===== src/rtl/fp_accum_seq.sv =====
// Sums a stream of N single-precision floats around an external combinational FP adder.
// Each element takes 1+ADD_LAT cycles; zero operands and exact cancellation bypass the adder.
module fp_accum_seq #(
    parameter int LEN_W   = 8,
    parameter int ADD_LAT = 1
) (
    input  logic             clk,
    input  logic             rst,
    input  logic             start,
    input  logic [LEN_W-1:0] count,
    input  logic             in_valid,
    input  logic [31:0]      in_data,
    output logic             in_ready,
    output logic [31:0]      fpa_a,
    output logic [31:0]      fpa_b,
    input  logic [31:0]      fpa_result,
    output logic             sum_valid,
    output logic [31:0]      sum_out,
    input  logic             sum_ready,
    output logic             busy
);

    localparam logic [1:0] S_IDLE   = 2'd0;
    localparam logic [1:0] S_ACCEPT = 2'd1;
    localparam logic [1:0] S_WAIT   = 2'd2;
    localparam logic [1:0] S_DONE   = 2'd3;

    localparam logic [3:0]       LAT = 4'(ADD_LAT);
    localparam logic [LEN_W-1:0] ONE = LEN_W'(1);

    logic [1:0]       state;
    logic [31:0]      acc;
    logic [LEN_W-1:0] remaining;
    logic [3:0]       wait_cnt;
    logic [31:0]      next_acc;
    logic             a_zero;
    logic             b_zero;
    logic             cancel;

    // Denormals count as zero: only the exponent field is inspected.
    assign a_zero = (fpa_a[30:23] == 8'h00);
    assign b_zero = (fpa_b[30:23] == 8'h00);
    assign cancel = (fpa_a[30:0] == fpa_b[30:0]) && (fpa_a[31] != fpa_b[31]);

    always_comb begin
        next_acc = acc;
        if (b_zero) begin
            next_acc = acc;
        end else if (a_zero) begin
            next_acc = fpa_b;
        end else if (cancel) begin
            next_acc = 32'h0000_0000;
        end else begin
            next_acc = fpa_result;
        end
    end

    always_ff @(posedge clk) begin
        if (rst) begin
            state     <= S_IDLE;
            acc       <= 32'h0;
            remaining <= '0;
            wait_cnt  <= 4'd0;
            fpa_a     <= 32'h0;
            fpa_b     <= 32'h0;
        end else begin
            case (state)
                S_IDLE: begin
                    if (start) begin
                        remaining <= count;
                        acc       <= 32'h0;
                        state     <= (count == '0) ? S_DONE : S_ACCEPT;
                    end
                end
                S_ACCEPT: begin
                    if (in_valid) begin
                        fpa_a     <= acc;
                        fpa_b     <= in_data;
                        remaining <= remaining - ONE;
                        wait_cnt  <= LAT;
                        state     <= S_WAIT;
                    end
                end
                S_WAIT: begin
                    wait_cnt <= wait_cnt - 4'd1;
                    if (wait_cnt == 4'd1) begin
                        acc   <= next_acc;
                        state <= (remaining == '0) ? S_DONE : S_ACCEPT;
                    end
                end
                default: begin
                    if (sum_ready) begin
                        state <= S_IDLE;
                    end
                end
            endcase
        end
    end

    assign in_ready  = (state == S_ACCEPT);
    assign sum_valid = (state == S_DONE);
    assign busy      = (state != S_IDLE);
    assign sum_out   = acc;

endmodule


===== config.mk =====
export PLATFORM = sky130hd
export DESIGN_NAME = fp_accum_seq
export DESIGN_NICKNAME = d
export VERILOG_FILES = /design/src/rtl/fp_accum_seq.sv
export SDC_FILE = /design/constraint.sdc
export NUM_CORES = 1
export LEC_CHECK = 0
export CORE_MARGIN = 2
export CORE_UTILIZATION = 44
export CTS_CLUSTER_SIZE = 40
export DETAILED_ROUTE_END_ITERATION = 8
export PLACE_DENSITY = 0.86
export SLEW_MARGIN = 20
export SYNTH_ARGS = -nofsm -noshare
export SYNTH_HDL_FRONTEND = slang
export SYNTH_SLANG_ARGS = --single-unit

===== constraint.sdc =====
create_clock -name clk -period 2.4 [get_ports clk]
set_input_delay 0.48 -clock clk [delete_from_list [all_inputs] [get_ports clk]]
set_output_delay 0.48 -clock clk [all_outputs]
set_load 0.02 [all_outputs]

==> metrics.md <==
| Metric | Value |
|---|---|
| CTS tree | yes |
| Layout cells sized above 1 | 7.32% |
| Post-Syn Instances | 555 |
| Final setup viols | 0 |
| Critical Path Sink Type | flip-flop |
| CTS H-tree lvls | 3 |
| Gr ovfl total | 0 |
| Final RePlAce weighted congestion | 0.878 |
| Die Wd | 107 µm |
| Mean post-synth cell area | 8.46 µm² |
| Slew headroom | 52.7% |
| Busiest layer in global routing | met2 |
| Hold Buf Count CTS | 0 |
| Layout Skew | 0.0147 ns |
| Diode count | 0 |
| Ys flop type | dfxtp_1 |
| CP bufs+invs | 2 |
| Largest net degree at the start of global routing | 64 |
| Num CTS Buffers | 9 |
| DRC | 1 |
| Vias | 4824 |
| First-pass GRT wire length | 23.3 mm |
| Final hold vios | 0 |
| Die Footprint | 0.0115 mm² |
| Initial core utilization | 45.5% |
| Power density cells | 568 mW/mm² |
| CP Class | reg -> reg |
| Final core occ | 67.4% |
| Final Non-Filler Cells | 874 |
| Total GRT Usage | 25.6% |
| Row count | 37 |
| DRT Pass-1 Iters | 7 |
| Core area | 0.0103 mm² |
| DRT iter0 DRCs | 297 |
| Mapped Nets | 636 |
| Critical path's largest stage delay | 0.41 ns |
| GRT met1 Usage | 31.2% |
| Crit-path cells | ha_1 > or3b_4 > a211oi_2 > buf_4 > nor3b_4 > buf_12 > a22o_1 > a21o_1 |
| Clock Tree Buf Depth | 2 |
| Drt wl/cell | 17.1 µm |
| Initial antenna violation count | 0 |
| Status | finished, violations left |
| Root buffer cell | clkbuf_8 |
| RSZ-0062 raised after global routing | no |
| Cell family with most CP delay | simple AND/OR/NAND/NOR gates |
| Clock latency on the worst-skew pair | 0.38 ns |
| Max cap viols | 0 |
| Worst path slowest cell | dfxtp_1 |
| Yosys top cell by area | dfxtp_1 |
| Worst Path Max Fanout | 32 |
| FMAX | 458 MHz |
| Startpoint Class | flip-flop |
| Area Growth Syn to Fin | 48.1% |
| Vias in the first global route | 4700 |
| Total Nets Final | 814 |
| Vias per cell | 5.52 |
| GR Util met3 | 5.08% |
| Met2 usage | 44.2% |
| Failing checks | design-rule violations |
| Dpl hpwl | 10.9 mm |
| Port Buf Inserts | 175 |
| Netlist Area Pre-Place | 0.00469 mm² |
| Sequential-to-total area share from yosys stat | 46.9% |
| Synth top area cells | dfxtp_1, nand2_1, a21oi_1 |
| Crit share post-route | 91.0% |
| Critical path data arrival time | 2.51 ns |
| Worst vdd ir | 0.000376 V |
| Antenna Nets Post-Route | 0 |
| Synth top area share | 46.9% |
| Synthesis Warnings | 0 |
| Flops & latches, synth | 110 |
| Slew @ Worst Pin | 0.709 ns |
| Die height | 107 µm |
| Worst hold-check path type | reg -> reg |
| Clock slew seen by the registers of the worst setup and hold paths | 0.11 ns |
| Post-route minimum period | 2.18 ns |
| Count of pins over their slew limit | 0 |
| Cells after DPL | 855 |
| Leak | 0.00270 µW |
| Post-synth EDFFs | 0 |
| Asr flop ratio synth | 0% |
| Boundary Pins | 176 |
| Critical Path RT | 2.73 ns |
| Cell variety after synth | 39 |
| Routed WL | 14.9 mm |
| CTS Sinks | 110 |
==> what timing repair did <==
item | in CTS | in global routing
buffers inserted | 0 | 3
endpoints found under the setup margin | 0 | 16
endpoints found under the hold margin | 0 | 0
gates resized for setup | 0 | 1
==> cells in the final DEF (no fill, tap or decap), types with 2 or more instances in the layout <==
cell / n
buf_4: 23
ha_1: 4
nand3b_1: 2
or4_1: 3
nor2_1: 24
nand2_1: 134
inv_1: 8
o21ai_0: 8
nand4_1: 10
clkinv_4: 2
a31oi_1: 2
a211oi_1: 7
clkbuf_8: 11
dfxtp_1: 109
a21oi_1: 77
nor3_1: 2
xnor2_1: 32
clkdlybuf4s50_1: 174
nand2b_1: 5
a22o_1: 32
a21o_1: 32
buf_12: 5
nor4_1: 8
==> per-layer routing <==
metal / share of wire, % / up-vias
met2: 50 / 223
met3: 7.2 / 30
met4: 2.8 / 0
li1: - / 2270
met5: 0 / -
met1: 40 / 2301
==> synth_stat cells (3+ instances only) <==
library cell	instances
nand2b_1	5
nor4_1	8
a21o_1	32
buf_1	5
ha_1	4
a21oi_1	77
nand4_1	10
dfxtp_1	110
buf_6	3
nor2_1	24
inv_1	8
buf_2	8
a22o_1	32
a211oi_1	7
nand2_1	135
o21ai_0	8
clkbuf_1	20
xnor2_1	32
or4_1	3
==> where the power goes <==
| part | switching [µW] | leakage, µW | internal, µW | total [µW] |
|---|---|---|---|---|
| registers | 74.4 | 0.000891 | 1890 | 1960 |
| clock network | 650 | 0.000108 | 551 | 1200 |
| logic | 411 | 0.00170 | 377 | 788 |
| total | 1140 | 0.00270 | 2820 | 3950 |
==> cells by family after synthesis <==
kind of cell / share of synthesized area (%)
adder cells (fa/ha/maj): 1.07
buffers and inverters: 4.21
XOR/XNOR: 6.16
multiplexers: 0.213
AND/OR/NAND/NOR: 18.0
AO/OA/AOI/OAI: 23.4
flip-flops: 46.9
==> worst reg2reg max path, stage by stage, from the launching register on <==
cell,delay [ns]
dfxtp_1,0.41
ha_1,0.18
or3b_4,0.40
a211oi_2,0.27
buf_4,0.18
nor3b_4,0.21
buf_12,0.22
a22o_1,0.20
a21o_1,0.09
==> state kept, by name, summed over array words and instances, names as in the netlist <==
register,flops
fpa_a,32
fpa_b,32
sum_out,32
remaining,8
wait_cnt,4
state,2
==> metrics by stage <==
step                TNS (ns)  hold WS [ns]  worst slack, ns  total power [µW]  cell area [µm²]
floorplan                  0         0.484            0.558              2390             4690
global placement           0         0.455           0.0497              2740             6700
detailed placement   -0.0152         0.469          -0.0141              2770             6700
CTS                        0         0.485           0.0322              3940             6920
global route               0         0.498           0.0786              4120             6950
finish                     0         0.480            0.216              3950             6950
==> layout make-up <==
class,count,area (µm²)
clock buffers,11,151
multi-input cells,401,2310
clock inverters,5,66.3
repair buffers,203,2020
inverters,8,30.0
fillers,821,3370
flip-flops and latches,110,2200
well taps,136,170
==> final timing paths <==
| path | start | endpoint | slack (ns) | depth (start not counted) |
|---|---|---|---|---|
| min reg2reg | sum_out[3] | fpa_a[3] | 0.48 | 2 |
| min | sum_out[3] | fpa_a[3] | 0.48 | 2 |
| max | wait_cnt[0] | sum_out[27] | 0.22 | 8 |
| max reg2reg | wait_cnt[0] | sum_out[27] | 0.22 | 8 |
Note: power is estimated with default switching activity, not from simulation.
